`src/rtl/fp_cmp_pkg.sv`:
```
// Shared types for the FP compare issue/response shell.
//   fp_cmp_op_t   : requested comparison (EQ or NE)
//   fp_cmp_resp_t : buffered response {tag, result}
package fp_cmp_pkg;

    // Must match the TAG_W parameter of fp_cmp_issue_ctrl; the top checks this.
    localparam int FP_CMP_TAG_W = 5;

    typedef enum logic {
        CMP_EQ = 1'b0,
        CMP_NE = 1'b1
    } fp_cmp_op_t;

    typedef struct packed {
        logic [FP_CMP_TAG_W-1:0] tag;
        logic                    result;
    } fp_cmp_resp_t;

endpackage

```
`src/rtl/fp_cmp_resp_fifo.sv`:
```
// Response FIFO of fp_cmp_resp_t entries.
//   clock, reset : clock, asynchronous active-low reset
//   push, din    : write an entry (caller guarantees space via credits)
//   pop          : consume the head (ignored when empty)
//   dout, valid  : head entry and its valid flag (no bypass from din)
//   count        : current occupancy
// Pointers wrap explicitly at DEPTH-1 so DEPTH need not be a power of two.
module fp_cmp_resp_fifo
    import fp_cmp_pkg::*;
#(
    parameter int DEPTH = 4
) (
    input  logic                         clock,
    input  logic                         reset,
    input  logic                         push,
    input  fp_cmp_resp_t                 din,
    input  logic                         pop,
    output fp_cmp_resp_t                 dout,
    output logic                         valid,
    output logic [$clog2(DEPTH+1)-1:0]   count
);

    localparam int PTR_W = (DEPTH > 1) ? $clog2(DEPTH) : 1;
    localparam int CNT_W = $clog2(DEPTH + 1);

    fp_cmp_resp_t     mem [DEPTH];
    logic [PTR_W-1:0] wptr;
    logic [PTR_W-1:0] rptr;
    logic [CNT_W-1:0] cnt;
    logic             pop_ok;

    function automatic logic [PTR_W-1:0] ptr_inc(input logic [PTR_W-1:0] p);
        return (p == PTR_W'(DEPTH - 1)) ? '0 : p + 1'b1;
    endfunction

    assign pop_ok = pop & (cnt != '0);

    // Push while full is only legal together with a pop; the slot being
    // written is the one being freed, so no special case is needed.
    always_ff @(posedge clock or negedge reset) begin
        if (!reset) begin
            for (int i = 0; i < DEPTH; i++) mem[i] <= '0;
            wptr <= '0;
            rptr <= '0;
            cnt  <= '0;
        end else begin
            if (push) begin
                mem[wptr] <= din;
                wptr      <= ptr_inc(wptr);
            end
            if (pop_ok) rptr <= ptr_inc(rptr);
            unique case ({push, pop_ok})
                2'b10:   cnt <= cnt + 1'b1;
                2'b01:   cnt <= cnt - 1'b1;
                default: cnt <= cnt;
            endcase
        end
    end

    assign dout  = mem[rptr];
    assign valid = (cnt != '0);
    assign count = cnt;

endmodule

```
`src/rtl/fp_cmp_issue_ctrl.sv`:
```
// Issue/response shell around the fixed-latency FP equality comparator.
//   clock, reset            : clock, asynchronous active-low reset
//   req_valid/req_ready     : request handshake; req_ready is registered
//   req_op, req_tag         : EQ/NE select and tag returned with the result
//   req_a, req_b            : IEEE-754 single operands
//   cmp_a, cmp_b            : registered operands to the comparator
//   cmp_q                   : comparator equal flag, LATENCY cycles after cmp_a/cmp_b
//   resp_valid/resp_ready   : response handshake from the FIFO head
//   resp_tag, resp_result   : head tag and cmp_q ^ op
// A credit counter reserves a FIFO slot at accept time, so the non-stallable
// comparator output always has somewhere to land.
module fp_cmp_issue_ctrl
    import fp_cmp_pkg::*;
#(
    parameter int LATENCY = 1,
    parameter int TAG_W   = FP_CMP_TAG_W,
    parameter int DEPTH   = 4
) (
    input  logic              clock,
    input  logic              reset,
    input  logic              req_valid,
    output logic              req_ready,
    input  logic              req_op,
    input  logic [TAG_W-1:0]  req_tag,
    input  logic [31:0]       req_a,
    input  logic [31:0]       req_b,
    output logic [31:0]       cmp_a,
    output logic [31:0]       cmp_b,
    input  logic              cmp_q,
    output logic              resp_valid,
    input  logic              resp_ready,
    output logic [TAG_W-1:0]  resp_tag,
    output logic              resp_result
);

    localparam int CW = $clog2(DEPTH + 1);

    if (LATENCY < 1 || DEPTH < 1) begin : g_param_err
        $error("fp_cmp_issue_ctrl: LATENCY and DEPTH must both be >= 1");
    end
    if (TAG_W != FP_CMP_TAG_W) begin : g_tag_err
        $error("fp_cmp_issue_ctrl: TAG_W must equal fp_cmp_pkg::FP_CMP_TAG_W");
    end

    logic                        accept;
    logic                        pop;
    logic [CW-1:0]               credits;
    logic [CW-1:0]               credits_nxt;

    // Stage 0 is loaded alongside cmp_a/cmp_b; stage LATENCY lines up with cmp_q.
    logic [LATENCY:0]            vld_pipe;
    logic [LATENCY:0][TAG_W-1:0] tag_pipe;
    logic [LATENCY:0]            op_pipe;

    fp_cmp_op_t                  out_op;
    fp_cmp_resp_t                push_data;
    fp_cmp_resp_t                head;
    logic [CW-1:0]               fifo_count;

    assign accept = req_valid & req_ready;
    assign pop    = resp_valid & resp_ready;

    always_comb begin
        credits_nxt = credits;
        unique case ({accept, pop})
            2'b10:   credits_nxt = credits - 1'b1;
            2'b01:   credits_nxt = credits + 1'b1;
            default: credits_nxt = credits;
        endcase
    end

    // req_ready is a flop of (credits_nxt != 0): no combinational path from resp_ready.
    always_ff @(posedge clock or negedge reset) begin
        if (!reset) begin
            credits   <= CW'(DEPTH);
            req_ready <= 1'b1;
        end else begin
            credits   <= credits_nxt;
            req_ready <= (credits_nxt != '0);
        end
    end

    always_ff @(posedge clock or negedge reset) begin
        if (!reset) begin
            cmp_a <= '0;
            cmp_b <= '0;
        end else if (accept) begin
            cmp_a <= req_a;
            cmp_b <= req_b;
        end
    end

    always_ff @(posedge clock or negedge reset) begin
        if (!reset) begin
            vld_pipe <= '0;
            tag_pipe <= '0;
            op_pipe  <= '0;
        end else begin
            vld_pipe <= {vld_pipe[LATENCY-1:0], accept};
            tag_pipe <= {tag_pipe[LATENCY-1:0], req_tag};
            op_pipe  <= {op_pipe[LATENCY-1:0], req_op};
        end
    end

    // cmp_q is only meaningful when the aligned stage is valid; stale q after
    // reset is ignored because the valids are cleared.
    assign out_op           = fp_cmp_op_t'(op_pipe[LATENCY]);
    assign push_data.tag    = tag_pipe[LATENCY];
    assign push_data.result = cmp_q ^ (out_op == CMP_NE);

    fp_cmp_resp_fifo #(
        .DEPTH (DEPTH)
    ) u_fifo (
        .clock (clock),
        .reset (reset),
        .push  (vld_pipe[LATENCY]),
        .din   (push_data),
        .pop   (pop),
        .dout  (head),
        .valid (resp_valid),
        .count (fifo_count)
    );

    assign resp_tag    = head.tag;
    assign resp_result = head.result;

`ifndef SYNTHESIS
    int inflight;

    always_comb begin
        inflight = 0;
        for (int i = 0; i <= LATENCY; i++) inflight += int'(vld_pipe[i]);
    end

    // Every accepted request owns exactly one credit until it is popped.
    always_ff @(posedge clock) begin
        if (reset) begin
            assert (int'(credits) + inflight + int'(fifo_count) == DEPTH)
            else $error("fp_cmp_issue_ctrl: credit invariant broken (credits=%0d inflight=%0d count=%0d)",
                        credits, inflight, fifo_count);
        end
    end
`endif

endmodule

```
`config.mk`:
```
export PLATFORM = sky130hd
export DESIGN_NAME = fp_cmp_issue_ctrl
export DESIGN_NICKNAME = d
export VERILOG_FILES = /design/src/rtl/fp_cmp_pkg.sv /design/src/rtl/fp_cmp_resp_fifo.sv /design/src/rtl/fp_cmp_issue_ctrl.sv
export SDC_FILE = /design/constraint.sdc
export NUM_CORES = 1
export LEC_CHECK = 0
export CAP_MARGIN = 0
export CORE_ASPECT_RATIO = 1.5
export CORE_UTILIZATION = 30
export CTS_BUF_LIST = sky130_fd_sc_hd__clkbuf_4
export DETAILED_ROUTE_END_ITERATION = 10
export PLACE_DENSITY = 0.56
export SYNTH_ARGS = -nofsm -noshare
export SYNTH_HDL_FRONTEND = slang
export SYNTH_SLANG_ARGS = --single-unit
```
`constraint.sdc`:
```
create_clock -name clock -period 2.61 [get_ports clock]
set_input_delay 0.522 -clock clock [delete_from_list [all_inputs] [get_ports clock]]
set_output_delay 0.522 -clock clock [all_outputs]
set_load 0.03 [all_outputs]
```
# Yosys cells after proc, flatten, opt, wreduce, memory -nomap -nowiden
# Index checks and enable logic that the tools add are counted.
# word_totals
ff_bits	113
input_bits	75
output_inout_bits	72
word_cells	54
# classes
add_sub_neg	6
n_lt_le_gt_ge	3
eq_ne	6
n_mux	10
bitwise_logic	6
n_reduce_logical	4
# op_table
cell	n
24-bit bitwise mux	1
6-bit 2-to-1 mux	3
6-bit binary-select mux with 2-bit select	1
6-bit demux with 2-bit select	1
3-bit one-hot mux with 2 select lines	2
2-bit equality test, second input constant	4
3-bit by 1-bit adder with 3-bit output, second input constant	2
3-bit >= comparator, second input constant	2
2-bit inverter with 3-bit output	2
3-bit nonzero test	2
3-bit by 1-bit subtractor with 3-bit output, second input constant	2
2-bit by 1-bit adder with 2-bit output, second input constant	2
2-bit by 1-bit equality test with 1-bit output, second input constant	2
2-bit 2-to-1 mux	2
1-bit bitwise AND	3
3-bit by 1-bit < comparator with 1-bit output, second input constant	1
2-bit nonzero test	1
1-bit logical AND	1
1-bit XOR	1

# Depth between registers and ports, before layout
# Gate-level depths: netlist of the first run.
# depth
word_depth	6
ltp_mapped	9
depth_no_buf	9

# Hierarchy
# From an unflattened synthesis of the first run, not the netlist that was laid out.
# hier_totals
cells_unflattened	263
area_unflattened_um2	4647.0
# modules_own_cells
module	n_inst	cells_each	area_each_um2	seq_area_each_um2
fp_cmp_issue_ctrl	1	168	3204.3	2054.5
fp_cmp_resp_fifo	1	95	1442.6	775.7

# Least setup slack after synthesis of the first run
# OpenSTA, ideal clock, no wires.
# synth_path
kind	register to register
from	register u_fifo.cnt[2] (netlist: u_fifo.count[2])
to	register req_ready
setup_ns	0.093
t_arrival_ns	2.074
required_ns	2.517
slack_ns	0.443
path_stages_with_launch	10
n_path_buf	0
period_less_slack_ns	2.167
cell_sequence	dfrtp_1 or3_4 nand2_4 inv_1 ha_1 inv_1 fa_1 mux2_2 nor2_1 o211ai_1
# synth_via
elab_chain_cells	5
elab_cells_between_ends	6
classes_between	2 x eq/ne; 1 x mux; 1 x bitwise; 2 x reduce/logical
# synth_lines
item	line	source
start: declaration	fp_cmp_resp_fifo.sv:29	logic [CNT_W-1:0] cnt;
start signal: assignment	fp_cmp_resp_fifo.sv:53	2'b10: cnt <= cnt + 1'b1;
start signal: assignment	fp_cmp_resp_fifo.sv:54	2'b01: cnt <= cnt - 1'b1;
start signal: assignment	fp_cmp_resp_fifo.sv:55	default: cnt <= cnt;
3-bit nonzero test (*)	fp_cmp_resp_fifo.sv:61	assign valid = (cnt != '0);
via resp_valid	fp_cmp_issue_ctrl.sv:30	output logic resp_valid,
1-bit bitwise AND (*)	fp_cmp_issue_ctrl.sv:61	assign pop = resp_valid & resp_ready;
2-bit by 1-bit equality test with 1-bit output or 2-bit equality test (tied branches)	fp_cmp_issue_ctrl.sv:65	unique case ({accept, pop})
3-bit one-hot mux with 2 select lines (*)	fp_cmp_issue_ctrl.sv:65	
via credits_nxt[1]	fp_cmp_issue_ctrl.sv:48	logic [CW-1:0] credits_nxt;
3-bit nonzero test (*)	fp_cmp_issue_ctrl.sv:79	req_ready <= (credits_nxt != '0);
end signal: assignment	fp_cmp_issue_ctrl.sv:79	
end: declaration	fp_cmp_issue_ctrl.sv:22	output logic req_ready,
# Mark *: on every way through the listed nets, which the timed path passes. The rest lies on a longest branch.
# A chain may end at the register's enable or synchronous reset.

# Worst setup path after layout of the first run
# layout_path
from	register u_fifo.rptr[0]
to	output resp_tag[3]
# layout_via
elab_chain_cells	4
# layout_lines
item	line	source
start: declaration	fp_cmp_resp_fifo.sv:28	logic [PTR_W-1:0] rptr;
start signal: assignment	fp_cmp_resp_fifo.sv:51	if (pop_ok) rptr <= ptr_inc(rptr);
2-bit inverter with 3-bit output (not written as such)	fp_cmp_resp_fifo.sv:60	assign dout = mem[rptr];
6-bit binary-select mux with 2-bit select	fp_cmp_resp_fifo.sv:60	
6-bit 2-to-1 mux (not written as such) (2 in series)	fp_cmp_resp_fifo.sv:60	
end: declaration	fp_cmp_issue_ctrl.sv:32	output logic [TAG_W-1:0] resp_tag,
# Every way passes these cells. The select of a mux whose other input is x is not followed.

==> results_dict.tcl, run 1 <==
set metrics [dict create \
    ant_nets 0 \
    report.final.slew_viol_count 0 \
    finalHoldViolations 0 \
    root_buffer "clkbuf_4" \
    synth_seq_cells 113 \
    dp_cells 606 \
    clkPwrFrac_pct 19.2 \
    finalSetupViolations 0 \
    crit_required_ns 2.09 \
    path_clk_slew_ns 0.09 \
    io_pins 147 \
    synthToLayoutAreaGrowth_pct 42.4 \
    tns_ns 0 \
    grt_pass1_wl_um 16000 \
    irDropWorstVdd_mv 0.505 \
    final_cells 645 \
    vias 2760 \
    clock_path_buffers 2 \
    hpwl_um 6950 \
    die-area_um2 15900 \
    rsz0062_at_grt "no" \
    yosysUniqueCellTypes 25 \
    power_frac_seq_pct 38.0 \
    post-route-period-util_pct 94.4 \
    start_kind "register" \
    clock_sinks 113 \
    die_w_um 103 \
    yosysSeqAreaShare_pct 61.2 \
    grt_max_degree 56 \
    cts_made_buffers 17 \
    nets 516 \
    die_h_um 154 \
    p_sw_share_pct 35.1 \
    relSlewSlack_pct 61.5 \
    syn_inst 267 \
    finalClockSkew_ns 0.0175 \
    htree_levels 4 \
    outcome "finished clean" \
    p_int_w 0.00450 \
    globalplace.congestion 0.750 \
    first_global_vias 3167 \
    layout-drive-gt1-share_pct 31.9 \
    path_class "register to output port" \
    finalCriticalPeriod_ns 2.46 \
    power_density_nw_per_um2 1050 \
    initial_core_util_pct 30.7 \
    coreArea_um2 15100 \
    r2r_setup_slack_ns 0.39 \
    antenna_found_initial 1 \
    synth.avg_cell_area_um2 17.3 \
    wl_per_cell_um 15.3 \
    routed_via_density 4.28 \
    grt_usage_pct 13.6 \
    leakage_nw 2.91 \
    syn_area_um2 4630 \
    pwr-share-comb_pct 42.8 \
    port_buffers 146 \
    finalHoldWorstSlack_ns 0.355 \
    clock.fmax_ghz 0.406 \
    drc 0 \
    cp_max_fo 5 \
    hp-class "register to register" \
    cts_tree "built" \
    rows 55 \
    crit_path_end_kind "output port" \
    syn_nets 351 \
    drt_wl_total_um 9850 \
    drtPass1Iterations 4 \
    maxCapViolCount 0 \
    crit_arrival_ns 1.94 \
    drtIter0Drc 58 \
    tightest_slew_ns 0.577 \
    p_sw_w 0.00243 \
    clk_latency_ns 0.51 \
    yosysWarnings 0 \
    grt_remaining_overflow 0 \
]
## final timing paths
| check | to | start | depth (start not counted) |
|---|---|---|---|
| max in group asynchronous | credits[2] | reset | 3 |
| worst min register to register | push_data[3] | tag_pipe[2] | 0 |
| worst max register to register | req_ready | u_fifo.count[2] | 9 |
| worst max-delay path | resp_tag[3] | u_fifo.rptr[0] | 3 |
| min in group asynchronous | cmp_a[5] | reset | 2 |
| worst min-delay path | push_data[3] | tag_pipe[2] | 0 |
## cells in the final DEF (no fill, tap or decap), types with 2 or more instances in the layout
cell type        synthesis  layout
nor2_1                   3       3
nand2_1                  9       9
mux2_2                  36      36
fa_1                     2       2
clkbuf_4                 0      19
clkdlybuf4s50_1          0     139
clkinv_2                 0       8
ha_1                     7       7
buf_4                    0       8
o21ai_0                  8       8
mux4_2                   6       6
buf_12                   5       2
mux2_4                  51      51
inv_1                    8       8
bufinv_16                0       3
xor2_1                   3       3
dfstp_2                  2       2
dlygate4sd2_1            0       6
xnor2_1                  3       3
dfrtp_1                111     110
clkinvlp_4               0       2
## area by class of cell
| type | count | area, um2 |
|---|---|---|
| tap | 199 | 249 |
| antenna | 1 | 2.50 |
| clock inverter | 13 | 144 |
| sequential | 113 | 2830 |
| multi-input combinational | 135 | 1630 |
| clock buffer | 19 | 143 |
| timing repair buffer | 156 | 1550 |
| fill | 1358 | 8480 |
| inverter | 9 | 35.0 |
## cell usage after synthesis, drive strengths merged
cell type | instances | area, um2
dfrtp | 111 | 2780
mux2 | 87 | 1170
nand2 | 11 | 51.3
buf | 9 | 130
inv | 9 | 33.8
o21ai | 8 | 40.0
ha | 7 | 87.6
mux4 | 6 | 135
nor2 | 3 | 11.3
xnor2 | 3 | 26.3
xor2 | 3 | 26.3
dfstp | 2 | 52.6
fa | 2 | 40.0
or3 | 2 | 17.5
clkbuf | 1 | 3.75
mux2i | 1 | 10.0
o211ai | 1 | 7.51
or2 | 1 | 6.26
## critical path: stages (launching register included)
cell and delay [ns]:
dfrtp_2 0.42, buf_4 0.16, mux4_2 0.50, dlygate4sd2_1 0.37
## logic make-up (layout without fill, tap and decap cells)
logic type,count (synthesis),in the layout,share of synthesized area [%]
flip-flops,113,113,61.2
multiplexers,94,94,28.4
buffers and inverters,19,197,3.62
AND/OR/NAND/NOR,17,17,1.87
adder cells (fa/ha/maj),9,9,2.76
AO/OA/AOI/OAI,9,9,1.03
XOR/XNOR,6,6,1.14
other,0,1,0
## flip-flops by register name, indices dropped and copies added (netlist names), 3 cells and up
| register | cells |
|---|---|
| cmp_b | 32 |
| cmp_a | 32 |
| credits | 3 |
| tag_pipe | 5 |
| u_fifo.count | 3 |
| push_data | 5 |
| u_fifo.mem | 24 |
## power by group through the flow
stage	logic (W)	registers [W]	clock network (W)
floorplan	0.00150	0.00309	0
global placement	0.00292	0.00267	0
detailed placement	0.00299	0.00269	0
CTS	0.00297	0.00265	0.00140
global route	0.00317	0.00271	0.00147
finish	0.00296	0.00263	0.00133
## metal layers
metal / share of wire (%) / wire length (um) / global-route usage, %
met5: 0 / 0 / 0
met4: 3.8 / 378 / 8.52
met1: 37 / 3670 / 14.0
met2: 53 / 5180 / 23.1
met3: 6.3 / 619 / 4.73
## what timing repair did
item,CTS,global route
setup endpoints to repair,6,3
endpoints found under the hold margin,41,0
buffers inserted,2,3
hold buffers,1,0
resized for setup,7,0
pin swaps,0,0
## stage by stage
stage               util, %  setup WS (ns)  area (um2)  power [W]
finish                 43.7          0.146        6590    0.00693
global route           43.7         0.0467        6590    0.00735
CTS                    43.6        0.00863        6560    0.00702
detailed placement     41.5          0.130        6260    0.00567
global placement       41.5          0.203        6260    0.00560
floorplan                 -          0.443        4630    0.00459
(Power assumes the default switching activity.)
==> run 2: changes to the inputs <==
CAP_MARGIN = not set   (was 0)
CTS_CLUSTER_SIZE = 25   (was not set)
==> results of run 2 <==
No change in the layout: final DEF, timing and power equal those of run 1.
==> run 3: changes to the inputs <==
SKIP_CTS_REPAIR_TIMING = 1   (was not set)
==> run 3 against run 2 <==
  * Global-route usage barely moved
  * Sequential cell count unchanged
  * Worst setup slack better by 0.034 ns
  * Cell count fell by 0.31%
  * Total power is 0.43% higher
  * Die area unchanged
  * Via count hardly changed
  * Combinational power about the same
  * Wire length is 0.29% lower
  * Critical path type unchanged
  * Largest power group unchanged
==> results_dict.tcl, run 3 (synthesis results as in run 1) <==
set metrics [dict create \
    synthToLayoutAreaGrowth_pct 42.6 \
    grt_remaining_overflow 0 \
    vias 2761 \
    start_kind "register" \
    finalCriticalPeriod_ns 2.43 \
    maxCapViolCount 0 \
    layout_common_cells "139 x clkdlybuf4s50_1, 109 x dfrtp_1, 51 x mux2_4" \
    place_ws_ns 0.130 \
    crit_arrival_ns 1.91 \
    first_global_vias 3161 \
    hp-class "register to register" \
    die-area_um2 15900 \
    drc 0 \
    fillerInstances 1354 \
    initial_core_util_pct 30.7 \
    htree_levels 4 \
    clkPwrFrac_pct 19.1 \
    report.final.slew_viol_count 0 \
    wl_per_cell_um 15.3 \
    crit_required_ns 2.09 \
    path_class "register to output port" \
    nets 514 \
    pwr-share-comb_pct 43.0 \
    drt_wl_total_um 9820 \
    irDropWorstVdd_mv 0.564 \
    relSlewSlack_pct 61.5 \
    coreArea_um2 15100 \
    cp_max_fo 2 \
    final_cells 643 \
    power_density_nw_per_um2 1050 \
    path_clk_slew_ns 0.09 \
    root_buffer "clkbuf_4" \
    tightest_slew_ns 0.577 \
    grt_usage_pct 13.6 \
    port_buffers 146 \
    tns_ns 0 \
    reg_top3 "cmp_a x32, cmp_b x32, u_fifo.mem x24" \
    globalplace.congestion 0.750 \
    final_common_cell "clkdlybuf4s50_1" \
    drtIter0Drc 62 \
    seq_area_um2 2830 \
    routed_via_density 4.29 \
    worst_slack_ns 0.181 \
    finalClockSkew_ns 0.0175 \
    finalSetupViolations 0 \
    clock_path_buffers 2 \
    clk_latency_ns 0.52 \
    crit_path_end_kind "output port" \
    p_sw_w 0.00242 \
    fin_util_pct 43.8 \
    ant_nets 0 \
    p_sw_share_pct 34.8 \
    p_int_w 0.00453 \
    hpwl_um 6950 \
    grt_pass1_wl_um 16000 \
    die_w_um 103 \
    finalHoldViolations 0 \
    antenna_found_initial 1 \
    dp_cells 606 \
    grt_max_degree 56 \
    multiInputGateArea_um2 1630 \
    leakage_nw 2.95 \
    cts_tree "built" \
    power_frac_seq_pct 37.9 \
    cts_made_buffers 17 \
    rows 55 \
    layout-drive-gt1-share_pct 31.8 \
    drtPass1Iterations 5 \
    outcome "finished clean" \
    io_pins 147 \
    post-route-period-util_pct 93.1 \
    rsz0062_at_grt "no" \
    die_h_um 154 \
    clock.fmax_ghz 0.412 \
    clock_sinks 113 \
]
[run 3: cell types whose count changed in the layout (fill, tap and decap cells not counted)]
cell            change
dlygate4sd2_1       -6
dlymetal6s2s_1      +6
buf_4               -2
dfrtp_1             -1
dfrtp_2             +1
[run 3: final timing paths]
path,start,end,slack [ns],cells past startpoint
setup / recovery,u_fifo.count[2],resp_valid,0.18,2
hold / removal,tag_pipe[2],push_data[3],0.36,0
setup reg to reg,u_fifo.count[2],req_ready,0.39,9
hold reg to reg,tag_pipe[2],push_data[3],0.36,0
max in group asynchronous,reset,credits[2],1.30,3
min in group asynchronous,reset,cmp_a[5],0.54,2
[run 3: layer usage]
| metal | GRT usage [%] | up-vias | wire [um] |
|---|---|---|---|
| li1 | - | 1255 | - |
| met1 | 14.1 | 1385 | 3680 |
| met2 | 22.9 | 98 | 5140 |
| met3 | 4.73 | 23 | 618 |
| met4 | 8.52 | 0 | 376 |
| met5 | 0 | - | 0 |
[run 3: power by group through the flow]
stage	Clock [W]	Combinational (W)	Sequential (W)
finish	0.00133	0.00299	0.00264
global route	0.00147	0.00318	0.00271
CTS	0.00140	0.00300	0.00266
detailed placement	0	0.00299	0.00269
global placement	0	0.00292	0.00267
floorplan	0	0.00150	0.00309
[run 3: worst max-delay path: stages, from the launching register on]
cell,delay [ns]
dfrtp_1,0.40
or3_4,0.41
clkdlybuf4s50_1,0.61
[run 3: area by class of cell]
cell class	count	area share (%)
flip-flops and latches	113	42.9
repair buffers	154	23.7
inverters	9	0.531
diodes	1	0.0379
clock buffers	19	2.16
well taps	199	3.77
clock inverters	13	2.18
multi-input cells	135	24.7
[run 3: per-stage QoR]
stage	hold slack [ns]	cell area [um2]	total power, W
4_1_cts	-0.0307	6550	0.00706
6_report	0.355	6600	0.00696
3_5_place_dp	0.335	6260	0.00567
3_3_place_gp	0.334	6260	0.00560
2_1_floorplan	0.226	4630	0.00459
5_1_grt	0.378	6600	0.00737
